File: src/rtl/inference_scheduler_pkg.sv
// rtl/inference_scheduler_pkg.sv - shared types and constants for the inference scheduler
// Package sched_pkg: FSM state encoding, image/class geometry, default timing.
// Optional feature macro used by the bundle: SCHED_PERF_CNT_EN.
package sched_pkg;

   typedef enum logic [1:0] {
      S_IDLE  = 2'd0,
      S_RUN   = 2'd1,
      S_ABORT = 2'd2
   } sched_state_t;

   localparam int NUM_PIXELS           = 784;
   localparam int NUM_CLASSES          = 10;
   localparam int DEF_TIMEOUT_CYCLES   = 16384;
   localparam int DEF_ABORT_RST_CYCLES = 2;

endpackage

File: src/rtl/inference_scheduler_if.sv
// rtl/inference_scheduler_if.sv - handshake bundle between scheduler, loader, engine and reporter
// Signals: loader (weights_ready, img_loaded, wr_buf_sel, wr_buf_avail),
//          engine (rd_buf_sel, infer_start, infer_rst, infer_done, infer_digit),
//          reporter (result_valid, result_ready, result_digit, result_tag),
//          status (overflow_err, timeout_err), optional perf_last_latency/perf_images
//          when SCHED_PERF_CNT_EN is defined.
// Modports: master = scheduler side, slave = environment side.
interface inference_scheduler_if #(
   parameter int TAG_W = 8
);

   logic             weights_ready;
   logic             img_loaded;
   logic             wr_buf_sel;
   logic             wr_buf_avail;
   logic             rd_buf_sel;
   logic             infer_start;
   logic             infer_rst;
   logic             infer_done;
   logic [3:0]       infer_digit;
   logic             result_valid;
   logic             result_ready;
   logic [3:0]       result_digit;
   logic [TAG_W-1:0] result_tag;
   logic             overflow_err;
   logic             timeout_err;
`ifdef SCHED_PERF_CNT_EN
   logic [15:0]      perf_last_latency;
   logic [31:0]      perf_images;

   modport master (
      input  weights_ready, img_loaded, infer_done, infer_digit, result_ready,
      output wr_buf_sel, wr_buf_avail, rd_buf_sel, infer_start, infer_rst,
             result_valid, result_digit, result_tag, overflow_err, timeout_err,
             perf_last_latency, perf_images
   );

   modport slave (
      output weights_ready, img_loaded, infer_done, infer_digit, result_ready,
      input  wr_buf_sel, wr_buf_avail, rd_buf_sel, infer_start, infer_rst,
             result_valid, result_digit, result_tag, overflow_err, timeout_err,
             perf_last_latency, perf_images
   );
`else
   modport master (
      input  weights_ready, img_loaded, infer_done, infer_digit, result_ready,
      output wr_buf_sel, wr_buf_avail, rd_buf_sel, infer_start, infer_rst,
             result_valid, result_digit, result_tag, overflow_err, timeout_err
   );

   modport slave (
      output weights_ready, img_loaded, infer_done, infer_digit, result_ready,
      input  wr_buf_sel, wr_buf_avail, rd_buf_sel, infer_start, infer_rst,
             result_valid, result_digit, result_tag, overflow_err, timeout_err
   );
`endif

endinterface

File: src/rtl/inference_scheduler_watchdog.sv
// rtl/inference_scheduler_watchdog.sv - clearable run counter with terminal-count flag
// Ports: clk, rst_n (async active-low), i_clear (zero the count), i_en (count up),
//        o_tc (count has reached LIMIT-1).
module sched_watchdog #(
   parameter int LIMIT = 16384
) (
   input  logic clk,
   input  logic rst_n,
   input  logic i_clear,
   input  logic i_en,
   output logic o_tc
);

   localparam int CW = $clog2(LIMIT) + 1;

   logic [CW-1:0] r_cnt;

   always_ff @(posedge clk or negedge rst_n) begin
      if (!rst_n) begin
         r_cnt <= '0;
      end else if (i_clear) begin
         r_cnt <= '0;
      end else if (i_en) begin
         r_cnt <= r_cnt + CW'(1);
      end
   end

   assign o_tc = (r_cnt == CW'(LIMIT - 1));

endmodule

File: src/rtl/inference_scheduler.sv
// rtl/inference_scheduler.sv - ping-pong image buffer sequencer for the softmax engine
// Ports: clk, rst_n (async active-low), bus (inference_scheduler_if.master).
// Loader writes buffer wr_buf_sel while the engine reads rd_buf_sel; each full buffer
// gets one start pulse, the result lands in a one-deep tagged slot, and a watchdog
// aborts a hung run by pulsing infer_rst.
// Optional: SCHED_PERF_CNT_EN adds perf_last_latency / perf_images.
module inference_scheduler
   import sched_pkg::*;
#(
   parameter int TAG_W            = 8,
   parameter int TIMEOUT_CYCLES   = DEF_TIMEOUT_CYCLES,
   parameter int ABORT_RST_CYCLES = DEF_ABORT_RST_CYCLES
) (
   input  logic                   clk,
   input  logic                   rst_n,
   inference_scheduler_if.master  bus
);

   localparam int ACW = $clog2(ABORT_RST_CYCLES) + 1;

   sched_state_t           r_state;
   logic [1:0]             r_full;
   logic                   r_wr_ptr;
   logic                   r_rd_ptr;
   logic [TAG_W-1:0]       r_seq;
   logic [1:0][TAG_W-1:0]  r_tag;
   logic                   r_start;
   logic                   r_rst;
   logic                   r_res_valid;
   logic [3:0]             r_res_digit;
   logic [TAG_W-1:0]       r_res_tag;
   logic                   r_ovf;
   logic                   r_tmo;
   logic [ACW-1:0]         r_abort_cnt;
`ifdef SCHED_PERF_CNT_EN
   logic [15:0]            r_perf_cnt;
   logic [15:0]            r_perf_lat;
   logic [31:0]            r_perf_img;
`endif

   logic       w_wr_avail;
   logic       w_load;
   logic       w_start_ok;
   logic       w_done;
   logic       w_tmo;
   logic       w_wd_tc;
   logic [1:0] w_full_set;
   logic [1:0] w_full_clr;

   // Availability is the pre-edge flag, so a buffer freed this cycle cannot take a load.
   assign w_wr_avail = !r_full[r_wr_ptr];
   assign w_load     = bus.img_loaded && w_wr_avail;
   // r_res_valid is still high on a draining edge, which blocks a start that cycle.
   assign w_start_ok = r_full[r_rd_ptr] && bus.weights_ready && !r_res_valid;
   assign w_done     = (r_state == S_RUN) && bus.infer_done;
   assign w_tmo      = (r_state == S_RUN) && w_wd_tc && !bus.infer_done;
   assign w_full_set = w_load ? (2'b01 << r_wr_ptr) : 2'b00;
   assign w_full_clr = (w_done || w_tmo) ? (2'b01 << r_rd_ptr) : 2'b00;

   sched_watchdog #(
      .LIMIT (TIMEOUT_CYCLES)
   ) u_watchdog (
      .clk     (clk),
      .rst_n   (rst_n),
      .i_clear ((r_state == S_IDLE) && w_start_ok),
      .i_en    (r_state == S_RUN),
      .o_tc    (w_wd_tc)
   );

   always_ff @(posedge clk or negedge rst_n) begin
      if (!rst_n) begin
         r_state     <= S_IDLE;
         r_full      <= 2'b00;
         r_wr_ptr    <= 1'b0;
         r_rd_ptr    <= 1'b0;
         r_seq       <= '0;
         r_tag       <= '0;
         r_start     <= 1'b0;
         r_rst       <= 1'b0;
         r_res_valid <= 1'b0;
         r_res_digit <= 4'd0;
         r_res_tag   <= '0;
         r_ovf       <= 1'b0;
         r_tmo       <= 1'b0;
         r_abort_cnt <= '0;
`ifdef SCHED_PERF_CNT_EN
         r_perf_cnt  <= 16'd0;
         r_perf_lat  <= 16'd0;
         r_perf_img  <= 32'd0;
`endif
      end else begin
         r_full <= (r_full & ~w_full_clr) | w_full_set;

         if (w_load) begin
            r_tag[r_wr_ptr] <= r_seq;
            r_seq           <= r_seq + TAG_W'(1);
            r_wr_ptr        <= ~r_wr_ptr;
         end
         if (bus.img_loaded && !w_wr_avail) begin
            r_ovf <= 1'b1;
         end
         if (r_res_valid && bus.result_ready) begin
            r_res_valid <= 1'b0;
         end

         r_start <= 1'b0;
`ifdef SCHED_PERF_CNT_EN
         if (r_state == S_RUN && r_perf_cnt != 16'hFFFF) begin
            r_perf_cnt <= r_perf_cnt + 16'd1;
         end
`endif

         case (r_state)
            S_IDLE: begin
               if (w_start_ok) begin
                  r_start <= 1'b1;
                  r_state <= S_RUN;
`ifdef SCHED_PERF_CNT_EN
                  r_perf_cnt <= 16'd0;
`endif
               end
            end
            S_RUN: begin
               // Completion takes priority over a coincident timeout.
               if (bus.infer_done) begin
                  r_res_digit <= bus.infer_digit;
                  r_res_tag   <= r_tag[r_rd_ptr];
                  r_res_valid <= 1'b1;
                  r_rd_ptr    <= ~r_rd_ptr;
                  r_state     <= S_IDLE;
`ifdef SCHED_PERF_CNT_EN
                  r_perf_lat  <= r_perf_cnt;
                  r_perf_img  <= r_perf_img + 32'd1;
`endif
               end else if (w_wd_tc) begin
                  // The image is dropped; its tag never reaches the reporter.
                  r_tmo       <= 1'b1;
                  r_rd_ptr    <= ~r_rd_ptr;
                  r_rst       <= 1'b1;
                  r_abort_cnt <= '0;
                  r_state     <= S_ABORT;
               end
            end
            S_ABORT: begin
               if (r_abort_cnt == ACW'(ABORT_RST_CYCLES - 1)) begin
                  r_rst   <= 1'b0;
                  r_state <= S_IDLE;
               end else begin
                  r_abort_cnt <= r_abort_cnt + ACW'(1);
               end
            end
            default: begin
               r_rst   <= 1'b0;
               r_state <= S_IDLE;
            end
         endcase
      end
   end

   assign bus.wr_buf_sel   = r_wr_ptr;
   assign bus.wr_buf_avail = w_wr_avail;
   assign bus.rd_buf_sel   = r_rd_ptr;
   assign bus.infer_start  = r_start;
   assign bus.infer_rst    = r_rst;
   assign bus.result_valid = r_res_valid;
   assign bus.result_digit = r_res_digit;
   assign bus.result_tag   = r_res_tag;
   assign bus.overflow_err = r_ovf;
   assign bus.timeout_err  = r_tmo;
`ifdef SCHED_PERF_CNT_EN
   assign bus.perf_last_latency = r_perf_lat;
   assign bus.perf_images       = r_perf_img;
`endif

endmodule

File: src/flat_wrapper.sv
// flat-port wrapper written by rule: the top's interface ports become plain ports
module inference_scheduler_flat import sched_pkg::*;
#(
   parameter int TAG_W            = 8,
   parameter int TIMEOUT_CYCLES   = DEF_TIMEOUT_CYCLES,
   parameter int ABORT_RST_CYCLES = DEF_ABORT_RST_CYCLES
)
  (clk, rst_n, bus_weights_ready, bus_img_loaded, bus_infer_done, bus_infer_digit, bus_result_ready, bus_wr_buf_sel, bus_wr_buf_avail, bus_rd_buf_sel, bus_infer_start, bus_infer_rst, bus_result_valid, bus_result_digit, bus_result_tag, bus_overflow_err, bus_timeout_err);
  inference_scheduler_if #(.TAG_W(TAG_W)) bus_i ();
  input  logic clk;
  input  logic rst_n;
  input wire logic [$bits(bus_i.weights_ready)-1:0] bus_weights_ready;
  input wire logic [$bits(bus_i.img_loaded)-1:0] bus_img_loaded;
  input wire logic [$bits(bus_i.infer_done)-1:0] bus_infer_done;
  input wire logic [$bits(bus_i.infer_digit)-1:0] bus_infer_digit;
  input wire logic [$bits(bus_i.result_ready)-1:0] bus_result_ready;
  output wire logic [$bits(bus_i.wr_buf_sel)-1:0] bus_wr_buf_sel;
  output wire logic [$bits(bus_i.wr_buf_avail)-1:0] bus_wr_buf_avail;
  output wire logic [$bits(bus_i.rd_buf_sel)-1:0] bus_rd_buf_sel;
  output wire logic [$bits(bus_i.infer_start)-1:0] bus_infer_start;
  output wire logic [$bits(bus_i.infer_rst)-1:0] bus_infer_rst;
  output wire logic [$bits(bus_i.result_valid)-1:0] bus_result_valid;
  output wire logic [$bits(bus_i.result_digit)-1:0] bus_result_digit;
  output wire logic [$bits(bus_i.result_tag)-1:0] bus_result_tag;
  output wire logic [$bits(bus_i.overflow_err)-1:0] bus_overflow_err;
  output wire logic [$bits(bus_i.timeout_err)-1:0] bus_timeout_err;
  assign bus_i.weights_ready = bus_weights_ready;
  assign bus_i.img_loaded = bus_img_loaded;
  assign bus_i.infer_done = bus_infer_done;
  assign bus_i.infer_digit = bus_infer_digit;
  assign bus_i.result_ready = bus_result_ready;
  assign bus_wr_buf_sel = bus_i.wr_buf_sel;
  assign bus_wr_buf_avail = bus_i.wr_buf_avail;
  assign bus_rd_buf_sel = bus_i.rd_buf_sel;
  assign bus_infer_start = bus_i.infer_start;
  assign bus_infer_rst = bus_i.infer_rst;
  assign bus_result_valid = bus_i.result_valid;
  assign bus_result_digit = bus_i.result_digit;
  assign bus_result_tag = bus_i.result_tag;
  assign bus_overflow_err = bus_i.overflow_err;
  assign bus_timeout_err = bus_i.timeout_err;
  inference_scheduler #(.TAG_W(TAG_W), .TIMEOUT_CYCLES(TIMEOUT_CYCLES), .ABORT_RST_CYCLES(ABORT_RST_CYCLES)) u_core (.clk(clk), .rst_n(rst_n), .bus(bus_i));
endmodule
File: config.mk
export PLATFORM = sky130hd
export DESIGN_NAME = inference_scheduler_flat
export DESIGN_NICKNAME = d
export VERILOG_FILES = /design/src/rtl/inference_scheduler_pkg.sv /design/src/rtl/inference_scheduler_if.sv /design/src/rtl/inference_scheduler_watchdog.sv /design/src/rtl/inference_scheduler.sv /design/src/flat_wrapper.sv
export SDC_FILE = /design/constraint.sdc
export NUM_CORES = 1
export LEC_CHECK = 0
export ABC_CLOCK_PERIOD_IN_PS = 4090
export BUFFER_PORTS_ARGS = -buffer_cell sky130_fd_sc_hd__buf_2
export CAP_MARGIN = 30
export CORE_MARGIN = 8
export CORE_UTILIZATION = 54
export CTS_CLUSTER_DIAMETER = 200
export CTS_CLUSTER_SIZE = 28
export DETAILED_ROUTE_END_ITERATION = 6
export PLACE_DENSITY_LB_ADDON = 0.12
export SLEW_MARGIN = 10
export SYNTH_ARGS = -nofsm -noshare
export SYNTH_HDL_FRONTEND = slang
export SYNTH_SLANG_ARGS = --single-unit
File: constraint.sdc
create_clock -name clk -period 4.09 [get_ports clk]
set_input_delay 0.2045 -clock clk [delete_from_list [all_inputs] [get_ports clk]]
set_output_delay 0.2045 -clock clk [all_outputs]
set_load 0.005 [all_outputs]
==> results of run 1 <==
-- through the flow --
step | area (µm²) | power (W) | std cells
finish | 3329 | 0.002210 | 349
global route | 3329 | 0.002342 | 349
CTS | 3329 | 0.002238 | 349
detailed placement | 3028 | 0.001446 | 332
global placement | 3028 | 0.001434 | 332
floorplan | 2819 | 0.001267 | 240
-- cells by family after synthesis --
logic type                 Yosys count  share of synthesized area
muxes                               34                     0.1305
buffers and inverters               16                    0.02308
xor gates and xnor gates            12                    0.03728
adders and majority gates            3                    0.01332
and+or+nand+nor                     67                     0.1283
AOI/OAI and AO/OA                   44                    0.09942
DFF                                 64                     0.5681
-- sequential cells by signal (all words and copies together) (netlist names), 2 cells and up --
name,count
u_core.bus.result_digit,4
u_core.bus.result_tag,8
u_core.r_abort_cnt,2
u_core.r_full,2
u_core.r_seq,8
u_core.r_state,2
u_core.r_tag,16
u_core.u_watchdog.r_cnt,15
-- synthesized netlist by cell type (6+ instances only) --
master | number | area share
xnor2_1 | 8 | 0.025
a21oi_1 | 7 | 0.012
nand2_1 | 23 | 0.031
o21ai_0 | 8 | 0.014
inv_1 | 6 | 0.0080
dfrtp_1 | 64 | 0.57
mux2i_1 | 12 | 0.043
mux2_2 | 18 | 0.072
nor2_1 | 10 | 0.013
nand3_1 | 10 | 0.018
o21ai_1 | 15 | 0.027
and3_1 | 6 | 0.013
-- layer usage --
layer | track usage | wire length [µm]
met1 | 0.2155 | 2650
met5 | 0 | 0
met3 | 0.04178 | 263
met2 | 0.2329 | 2433
met4 | 0.07373 | 46
-- cell type report --
| type | instances | area [µm²] | share of cell area |
|---|---|---|---|
| timing repair buffer | 32 | 170.2 | 0.05111 |
| tap | 70 | 87.58 | 0.02631 |
| multi-input combinational | 160 | 1152 | 0.3461 |
| clock buffer | 9 | 123.9 | 0.03720 |
| inverter | 7 | 26.28 | 0.007892 |
| sequential | 64 | 1602 | 0.4810 |
| clock inverter | 7 | 167.7 | 0.05036 |
-- worst paths after layout --
path                                         from                         end  cells past startpoint
hold reg to reg            u_core.bus.timeout_err      u_core.bus.timeout_err                      1
setup reg to reg                u_core.r_state[1]  u_core.bus.result_digit[0]                      3
min in group asynchronous                   rst_n  u_core.bus.result_digit[0]                      2
max in group asynchronous                   rst_n             u_core.r_tag[1]                      3
setup / recovery                u_core.r_state[1]  u_core.bus.result_digit[0]                      3
hold / removal                   bus_result_ready     u_core.bus.result_valid                      2
-- cells in the final DEF (no fill, tap or decap), types with 2 or more instances in the layout --
master	instances
a21o_1	2
a21oi_1	7
a41oi_1	2
and3_1	6
buf_2	29
buf_4	2
bufinv_16	5
clkbuf_8	9
clkinv_4	2
dfrtp_1	64
ha_1	3
inv_1	6
mux2_1	4
mux2_2	18
mux2i_1	12
nand2_1	23
nand3_1	10
nand3b_1	2
nand4_1	2
nor2_1	10
nor3_1	3
nor4_1	2
o211ai_1	3
o21ai_0	8
o21ai_1	15
o31ai_1	3
xnor2_1	8
xor2_1	4
-- power groups by stage --
stage / clock network (W) / logic [W] / registers, W
2_1_floorplan: 0 / 0.000348 / 0.000919
3_3_place_gp: 0 / 0.000470 / 0.000964
3_5_place_dp: 0 / 0.000480 / 0.000965
4_1_cts: 0.000797 / 0.000485 / 0.000956
5_1_grt: 0.000823 / 0.000534 / 0.000985
6_report: 0.000781 / 0.000471 / 0.000958
==> metrics.md, run 1 <==
| Metric | Value |
|---|---|
| Synth Warn # | 0 |
| Detailed-routing iteration count for the pre-antenna-repair pass | 4 |
| Initial cell density of the core | 0.5555 |
| Number of gates resized after CTS | 0 |
| Core Rows | 26 |
| Run status | complete, no violations |
| Crit path max-delay family | simple AND/OR/NAND/NOR gates |
| Post-detailed-route wirelength per cell | 15.45 µm |
| Area added between synthesis and finish | 18.11% |
| Deepest clock path buffer count | 2 |
| First-pass GRT wire length | approximately 9500 µm |
| Switch Pwr | 0.0006467 W |
| Logic pwr share | 0.213 |
| Classification of the worst setup path | flop to flop |
| Remaining antenna violation count after routing | 0 |
| Fillcell total | 412 |
| Reg2Reg Setup Slack | around 1.9 ns |
| Placeable core region | a little over 0.005 mm² |
| DRC violation count after routing | 0 |
| Smallest setup slack after layout | 1.887 ns |
| Total of endpoints with negative setup slack in the final report | 0 |
| Via count | 1884 |
| Async S/R FF share, synth | 1.000 |
| Vias in the first global route | 1981 |
| Flip-flop and latch count after synthesis | 64 |
| Cell at the root of the clock tree | clkbuf_8 |
| Required @ worst endpoint | 4.31 ns |
| Number of vias per cell after detailed routing | 5.398 |
| Total congestion overflow after global routing | 0 |
| Number of levels the H-tree was split into | 3 |
| Die area | 0.007788 mm² |
| Post-CTS Setup Inserts | 0 |
| Maxcap violations | 0 |
| Register clock-pin slew on the reported worst setup and hold paths | about 0.080 ns |
| Critical Path End Type | flop |
| Unrepaired setup endpoints after global routing | no |
| Total power per unit cell area | 663.7 mW/mm² |
| Post-layout minimum cycle time | 2.203 ns |
| Hold Vio Cnt, Final | 0 |
| Detailed-placement wirelength estimate | about 3700 µm |
| Share of final-layout standard cells stronger than drive strength 1 | 0.2545 |
| Hold slack final | between 0.03 and 0.04 ns |
| Die width | 88.25 µm |
| Critical Path AT | 2.43 ns |
| Crit share post-route | 0.5385 |
| Cell chain of the critical path | nor2b_1 -> nand2_1 -> mux2_1 |
| Worst slack, placed | 1.831 ns |
| Total of buffers placed on input and output ports | 29 |
| Slew of the pin with the lowest slew margin | between 0.7 and 0.8 ns |
| Post-synthesis net count | roughly 250 |
| Number of synthesized flops with an enable pin | 0 |
| Clock Sink Count | 64 |
| Number of buffer and inverter stages on the critical path | 0 |
| Post-CTS Hold Buffers | 1 |
| Max Transition Viols Final | 0 |
| Worst relative slew slack | 0.4980 |
| Number of DRC violations after detailed-routing iteration 0 | 85 |
| Kind of start point of the critical path | flop |
| Maximum number of pins on one net before global-route repair | 35 |
| Sw frac | 0.2927 |
| Slowest-stage cell, CP | nand2_1 |
| Finished Core Util | 0.6561 |
| Setup_tns | 0 ns |
| Leak Pwr | 1.602 nW |
| Antenna violations before repair | 0 |
| Share of the yosys chip area belonging to registers | 0.5681 |
| Max Clk Rate | 0.4540 GHz |
| GRT Total Usage | 0.1594 |
| Final routed wirelength across all metal layers | 5393 µm |
| Synth Instances | 240 |
| Nets@finish | around 290 |
| Primary flip-flop cell chosen by synthesis mapping | dfrtp_1 |
| # diodes | 0 |
| Post-synthesis cell type count | 40 |
| Share of total power in sequential cells | 0.433 |
| Worst stage delay on the critical path | 0.60 ns |
| Type of the tightest min-delay check | input pin to flop |
| Area of the mapped netlist | 0.002819 mm² |
| Mean post-synth cell area | 11.75 µm² |
| Max IR drop VDD | 0.4221 mV |
| Placer's final routability congestion estimate | between 0.7 and 0.8 |
| Total CTS buffers | 9 |
| Clock latency at the later pin of the worst-skew pair | between 0.3 and 0.4 ns |
| Biggest fanout along the worst timing path | 21 |
| Power Internal | 0.001563 W |
| CTS tree | yes |
| Die Y-Extent | 88.25 µm |
| Largest clock skew in the final design | roughly 0.0077 ns |
| Top-level port count | 30 |
| Clock power share | 0.353 |
No activity file was read; power rests on OpenSTA's default activity.
==> run 2, diff against run 1 <==
--- a/config.mk
+++ b/config.mk
@@ -5,11 +5,11 @@
 export SDC_FILE = /design/constraint.sdc
 export NUM_CORES = 1
 export LEC_CHECK = 0
-export ABC_CLOCK_PERIOD_IN_PS = 4090
+export ABC_CLOCK_PERIOD_IN_PS = 1900
 export BUFFER_PORTS_ARGS = -buffer_cell sky130_fd_sc_hd__buf_2
 export CAP_MARGIN = 30
 export CORE_MARGIN = 8
-export CORE_UTILIZATION = 54
+export CORE_UTILIZATION = 52
 export CTS_CLUSTER_DIAMETER = 200
 export CTS_CLUSTER_SIZE = 28
 export DETAILED_ROUTE_END_ITERATION = 6
==> constraint.sdc (replaced) <==
create_clock -name clk -period 1.9 [get_ports clk]
set_input_delay 0.095 -clock clk [delete_from_list [all_inputs] [get_ports clk]]
set_output_delay 0.095 -clock clk [all_outputs]
set_load 0.005 [all_outputs]
==> run 2 against run 1 <==
  * Count of clock-buffer cells in the layout did not move
  * Critical path depth grew 2
  * Clock power is 29% higher
  * Critical path type unchanged
  * First-iteration DRC count down 13%
  * Total power grew 89%
  * Wire length is 1.3% lower
  * Largest power group unchanged
  * Sequential power up 110%
  * Design area is 0.26% lower
  * Sequential share of layout area grew 0.13 points
  * Global-route usage down 0.34 points
  * Sequential cell count did not move
==> metrics.md, run 2 (synthesized netlist as in run 1, its figures left out) <==
| Metric | Value |
|---|---|
| Placer's final routability congestion estimate | 0.7865 (+2.9%) |
| Vias in the first global route | 2062 (+4.1%) |
| Top-level port count | 30 (unchanged) |
| Clock Sink Count | 64 (unchanged) |
| Cell chain of the critical path | ha_1 -> nand4_4 -> or3_4 -> nor3_4 -> mux2i_1 |
| Max Transition Viols Final | 0 (unchanged) |
| Critical path depth | 5 (+2) |
| Post-layout minimum cycle time | 1.702 ns (-0.5008 ns) |
| Number of DRC violations after detailed-routing iteration 0 | 74 (-13%) |
| Cell at the root of the clock tree | clkbuf_8 |
| Total congestion overflow after global routing | 0 (unchanged) |
| Die width | 89.63 µm (+1.6%) |
| # diodes | 0 (unchanged) |
| Placeable core region | 0.005371 mm² (+5.8%) |
| Maximum number of pins on one net before global-route repair | 43 (+23%) |
| Hold Vio Cnt, Final | 0 (unchanged) |
| Initial cell density of the core | 0.5248 (-0.03067) |
| Post-detailed-route wirelength per cell | 14.71 µm (-4.8%) |
| Share of total power in sequential cells | 0.479 (+0.046) |
| First-pass GRT wire length | 9591 µm (+1.1%) |
| Largest clock skew in the final design | 0.005642 ns (-0.002014 ns) |
| Detailed-routing iteration count for the pre-antenna-repair pass | 4 (unchanged) |
| Largest regs | u_core.r_tag (16), u_core.u_watchdog.r_cnt (15) |
| Worst stage delay on the critical path | 0.47 ns (-0.13 ns) |
| Leak Pwr | 1.590 nW (-0.73%) |
| Core Rows | 27 (+3.8%) |
| Reg2Reg Setup Slack | 0.20 ns (-1.69 ns) |
| Via count | 1961 (+4.1%) |
| Worst setup startpoint | u_core.u_watchdog.r_cnt[0] |
| Biggest fanout along the worst timing path | 6 (-71%) |
| Power Internal | 0.002766 W (+77%) |
| Number of flip-flops under the largest register name | 16 (unchanged) |
| Setup_tns | 0 ns (unchanged) |
| Nets@finish | 298 (+3.8%) |
| Post-CTS Setup Inserts | 0 (unchanged) |
| Share of final-layout standard cells stronger than drive strength 1 | 0.2655 (+0.01104) |
| Switch Pwr | 0.001408 W (+120%) |
| Final cell count without fillers | 362 (+3.7%) |
| Maxcap violations | 0 (unchanged) |
| Capture point of the critical path | u_core.u_watchdog.r_cnt[14] |
| CTS tree | yes |
| GRT Total Usage | 0.1560 (-0.003357) |
| Slew of the pin with the lowest slew margin | 0.5538 ns (-0.1992 ns) |
| Placed cell count | 340 (+2.4%) |
| Sw frac | 0.3373 (+0.04464) |
| Max Clk Rate | 0.5876 GHz (+29%) |
| Leading cell types in the layout, fill and taps excluded | dfrtp_1, buf_2, nand2_1 |
| Final routed wirelength across all metal layers | 5324 µm (-1.3%) |
| Deepest clock path buffer count | 2 (unchanged) |
| Logic pwr share | 0.280 (+0.067) |
| Reg-to-reg critical path startpoint | u_core.u_watchdog.r_cnt[0] |
| Area added between synthesis and finish | 17.80% |
| DRC violation count after routing | 0 (unchanged) |
| Total CTS buffers | 9 (unchanged) |
| Number of gates resized after CTS | 0 (unchanged) |
| Leading cell type in the layout, fill and taps excluded | dfrtp_1 |
| Crit path max-delay family | simple AND/OR/NAND/NOR gates |
| Worst relative slew slack | 0.6297 (+0.1317) |
| Critical Path AT | 1.96 ns (-0.47 ns) |
| Critical Path End Type | flop |
| Max IR drop VDD | 0.7673 mV (+82%) |
| Die Y-Extent | 89.63 µm (+1.6%) |
| Register clock-pin slew on the reported worst setup and hold paths | 0.07 ns (about the same) |
| Clock latency at the later pin of the worst-skew pair | 0.33 ns (about the same) |
| Total of endpoints with negative setup slack in the final report | 0 (unchanged) |
| Required @ worst endpoint | 2.16 ns (-2.15 ns) |
| Smallest setup slack after layout | 0.1981 ns (-1.689 ns) |
| Clock power share | 0.241 (-0.112) |
| Slowest-stage cell, CP | or3_4 |
| Worst slack, placed | 0.2108 ns (-1.620 ns) |
| Detailed-placement wirelength estimate | 3772 µm (+2.3%) |
| Unrepaired setup endpoints after global routing | no |
| Depth of the most critical reg-to-reg path | 5 (+2) |
| Fillcell total | 439 (+6.6%) |
| Number of levels the H-tree was split into | 3 (unchanged) |
| Crit share post-route | 0.8957 (+0.3572) |
| Register bank with the most flops | u_core.r_tag |
| Classification of the worst setup path | flop to flop |
| Die area | 0.008033 mm² (+3.1%) |
| Remaining antenna violation count after routing | 0 (unchanged) |
| Type of the tightest min-delay check | input pin to flop |
| Reg-to-Reg End | u_core.u_watchdog.r_cnt[14] |
| Antenna violations before repair | 0 (unchanged) |
| Number of vias per cell after detailed routing | 5.417 (+0.35%) |
| Post-CTS Hold Buffers | 6 (+5) |
| Total of buffers placed on input and output ports | 29 (unchanged) |
| Number of buffer and inverter stages on the critical path | 0 (unchanged) |
| Kind of start point of the critical path | flop |
| Cell depth of the worst hold path | 3 (+1) |
| Run status | complete, no violations |
| Total power per unit cell area | 1257 mW/mm² (+89%) |
run 2: metal layers:
metal  global-route usage  vias up  wire (µm)
met3              0.03094       13        287
met1               0.2017      960       2621
met4              0.09063        0        114
li1                     -      947          -
met5                    0        -          0
met2               0.2380       41       2302
run 2: through the flow:
stage / util / total power, W / cell area (µm²) / hold slack, ns
floorplan: - / 0.002728 / 2819 / -0.2006
global placement: 0.5749 / 0.003167 / 3088 / 0.1078
detailed placement: 0.5749 / 0.003198 / 3088 / 0.1099
CTS: 0.6182 / 0.004225 / 3321 / 0.05570
global route: 0.6182 / 0.004464 / 3321 / 0.08268
finish: 0.6182 / 0.004173 / 3321 / 0.07567
run 2: layout make-up:
cell class / count / area (µm²) / share of cell area
clock buffers: 9 / 123.9 / 0.03730
inverters: 7 / 26.28 / 0.007913
flip-flops and latches: 64 / 1602 / 0.4823
well taps: 72 / 90.09 / 0.02713
multi-input cells: 160 / 1152 / 0.3470
repair buffers: 43 / 277.8 / 0.08365
clock inverters: 7 / 48.80 / 0.01469
run 2: tightest hold or removal path, cell delays in order:
cell,delay [ns]
buf_2,0.13
inv_1,0.07
o21bai_1,0.07
run 2: worst min-delay path by stage:
stage | startpoint | endpoint | slack, ns
after floorplan | rst_n | u_core.bus.infer_rst | -0.20
after global placement | rst_n | u_core.bus.result_digit[2] | 0.11
after detailed placement | rst_n | u_core.bus.result_digit[2] | 0.11
after CTS | bus_img_loaded | u_core.bus.overflow_err | 0.06
after global routing | bus_img_loaded | u_core.bus.overflow_err | 0.08
final | bus_img_loaded | u_core.bus.overflow_err | 0.08
run 2: power groups by stage:
| stage | clock network, W | logic, W | registers, W |
|---|---|---|---|
| after detailed placement | 0 | 0.00117 | 0.00202 |
| final | 0.00101 | 0.00117 | 0.00200 |
| after global routing | 0.00109 | 0.00131 | 0.00206 |
| after CTS | 0.00104 | 0.00119 | 0.00200 |
| after global placement | 0 | 0.00115 | 0.00202 |
| after floorplan | 0 | 0.000750 | 0.00198 |
==> run 3, diff against run 2 <==
--- a/config.mk
+++ b/config.mk
@@ -8,13 +8,13 @@
 export ABC_CLOCK_PERIOD_IN_PS = 1900
 export BUFFER_PORTS_ARGS = -buffer_cell sky130_fd_sc_hd__buf_2
 export CAP_MARGIN = 30
+export CORE_ASPECT_RATIO = 0.6
 export CORE_MARGIN = 8
 export CORE_UTILIZATION = 52
 export CTS_CLUSTER_DIAMETER = 200
 export CTS_CLUSTER_SIZE = 28
 export DETAILED_ROUTE_END_ITERATION = 6
 export PLACE_DENSITY_LB_ADDON = 0.12
-export SLEW_MARGIN = 10
 export SYNTH_ARGS = -nofsm -noshare
 export SYNTH_HDL_FRONTEND = slang
 export SYNTH_SLANG_ARGS = --single-unit
==> run 3 against run 2 <==
  * Sequential cell count is the same
  * Maximum frequency shrank 2.0%
  * Critical path depth unchanged
  * Core utilization is 2.7 points higher
  * Sequential share of layout area down 0.055 points
  * Global-route usage decreased by 0.83 points
  * Wire length grew 1.8%
  * Cell count fell by 1.7%
  * Non-clock buffer count stayed put
  * Via count fell by 3.2%
  * Clock skew up 0.0031 ns
==> metrics.md, run 3 (synthesized netlist as in run 1, its figures left out) <==
| Metric | Value |
|---|---|
| Maximum number of pins on one net before global-route repair | 44 (+2.3%) |
| Crit share post-route | 0.9141 (+0.01836) |
| Type of the tightest min-delay check | input pin to flop |
| Register bank with the most flops | u_core.r_tag |
| Placeable core region | 0.005155 mm² (-4.0%) |
| Leak Pwr | 1.601 nW (+0.67%) |
| Final routed wirelength across all metal layers | 5420 µm (+1.8%) |
| Hold slack final | 0.06972 ns (-0.005946 ns) |
| Die Y-Extent | 73.03 µm (-19%) |
| First-pass GRT wire length | 9384 µm (-2.2%) |
| Number of DRC violations after detailed-routing iteration 0 | 83 (+12%) |
| CTS tree | yes |
| Remaining antenna violation count after routing | 0 (unchanged) |
| Number of vias per cell after detailed routing | 5.334 (-1.5%) |
| Share of final-layout standard cells stronger than drive strength 1 | 0.2621 (-0.003448) |
| Largest clock skew in the final design | 0.008762 ns (+0.003120 ns) |
| Vias in the first global route | 1909 (-7.4%) |
| Number of levels the H-tree was split into | 3 (unchanged) |
| Run status | complete, no violations |
| Total power per unit cell area | 1275 mW/mm² (+1.5%) |
| Leading cell types in the layout, fill and taps excluded | dfrtp_1, buf_2, nand2_1 |
| Register clock-pin slew on the reported worst setup and hold paths | 0.07 ns (about the same) |
| Kind of start point of the critical path | flop |
| Required @ worst endpoint | 2.16 ns (about the same) |
| Detailed-routing iteration count for the pre-antenna-repair pass | 4 (unchanged) |
| Leading cell type in the layout, fill and taps excluded | dfrtp_1 |
| Detailed-placement wirelength estimate | 3945 µm (+4.6%) |
| Max IR drop VDD | 0.6947 mV (-9.5%) |
| Top-level port count | 30 (unchanged) |
| Cell chain of the critical path | ha_1 -> nand4_4 -> or3_4 -> nor3_4 -> mux2i_1 |
| Maxcap violations | 0 (unchanged) |
| Critical Path AT | 1.99 ns (+0.03 ns) |
| Initial cell density of the core | 0.5468 (+0.02204) |
| Smallest setup slack after layout | 0.1632 ns (-0.03489 ns) |
| Cell at the root of the clock tree | clkbuf_8 |
| Antenna violations before repair | 0 (unchanged) |
| Post-layout minimum cycle time | 1.737 ns (+0.03489 ns) |
| Clock Sink Count | 64 (unchanged) |
| Slew of the pin with the lowest slew margin | 0.5173 ns (-0.03655 ns) |
| Number of flip-flops under the largest register name | 16 (unchanged) |
| DRC violation count after routing | 0 (unchanged) |
| Deepest clock path buffer count | 2 (unchanged) |
| Total congestion overflow after global routing | 0 (unchanged) |
| # diodes | 0 (unchanged) |
| Largest regs | u_core.r_tag (16), u_core.u_watchdog.r_cnt (15) |
| Biggest fanout along the worst timing path | 6 (unchanged) |
| Worst slack, placed | 0.1926 ns (-0.01821 ns) |
| Critical Path End Type | flop |
| GRT Total Usage | 0.1477 (-0.008297) |
| Max Clk Rate | 0.5758 GHz (-2.0%) |
| Max Transition Viols Final | 0 (unchanged) |
| Setup_tns | 0 ns (unchanged) |
| Clock latency at the later pin of the worst-skew pair | 0.34 ns (about the same) |
| Area added between synthesis and finish | 17.93% |
| Post-CTS Setup Inserts | 0 (unchanged) |
| Worst stage delay on the critical path | 0.46 ns (about the same) |
| Total of buffers placed on input and output ports | 29 (unchanged) |
| Core Rows | 20 (-26%) |
| Worst relative slew slack | 0.6552 (+0.02548) |
| Unrepaired setup endpoints after global routing | no |
| Nets@finish | 298 (unchanged) |
| Post-detailed-route wirelength per cell | 15.22 µm (+3.5%) |
| Placer's final routability congestion estimate | 0.8282 (+5.3%) |
| Via count | 1899 (-3.2%) |
| Die area | 0.008110 mm² (+0.97%) |
| Fillcell total | 410 (-6.6%) |
| Hold Vio Cnt, Final | 0 (unchanged) |
| Die width | 111.1 µm (+24%) |
| Classification of the worst setup path | flop to flop |
| Total of endpoints with negative setup slack in the final report | 0 (unchanged) |
| Total CTS buffers | 9 (unchanged) |
| Slowest-stage cell, CP | or3_4 |
run 3: changes by cell type in the layout (fill, tap and decap cells not counted):
cell and delta:
clkbuf_8 +2, clkinvlp_4 -2, clkbuf_1 +1, clkinv_2 -1
run 3: final timing paths:
kind | startpoint | end | slack [ns] | depth (start not counted)
worst max-delay path | u_core.u_watchdog.r_cnt[0] | u_core.u_watchdog.r_cnt[14] | 0.16 | 5
worst min-delay path | bus_img_loaded | u_core.bus.overflow_err | 0.07 | 3
worst max register to register | u_core.u_watchdog.r_cnt[0] | u_core.u_watchdog.r_cnt[14] | 0.16 | 5
worst min register to register | u_core.bus.timeout_err | u_core.bus.timeout_err | 0.45 | 1
max in group asynchronous | rst_n | u_core.bus.rd_buf_sel | 1.04 | 3
min in group asynchronous | rst_n | u_core.bus.infer_rst | 0.26 | 2
run 3: critical path: cells and delay by family (launching register included):
family | cells | cell delay, ns
simple gates | 3 | 0.81
flops | 1 | 0.38
fa+ha+maj | 1 | 0.24
mux | 1 | 0.22
run 3: stage by stage:
stage	total power [W]	area (µm²)	util	std cells
finish	0.004240	3324	0.6449	356
global route	0.004540	3324	0.6449	356
CTS	0.004278	3324	0.6449	356
detailed placement	0.003197	3080	0.5976	334
global placement	0.003157	3080	0.5976	334
floorplan	0.002728	2819	-	240
run 3: final cells by class:
cell class,instances,area (µm²),share of cell area
inverter,7,26.28,0.007904
clock buffer,12,155.1,0.04667
sequential,64,1602,0.4817
tap,66,82.58,0.02484
clock inverter,4,28.78,0.008656
multi-input combinational,160,1152,0.3466
timing repair buffer,43,277.8,0.08355
run 3: per-layer routing:
| layer | up-vias | global-route usage | share of wire |
|---|---|---|---|
| li1 | 943 | - | - |
| met1 | 905 | 0.2003 | 0.52 |
| met2 | 44 | 0.2033 | 0.41 |
| met3 | 7 | 0.05993 | 0.065 |
| met4 | 0 | 0.05874 | 0.011 |
| met5 | - | 0 | 0 |
run 3: report_power, final:
part / switching [W] / internal [W]
logic: 0.000592 / 0.000574
clock network: 0.000521 / 0.000545
registers: 0.000292 / 0.00171
run 3: what timing repair did:
item | in CTS | in global routing
endpoints found under the hold margin | 26 | 0
hold buffers | 6 | 0
gates resized for setup | 0 | 0
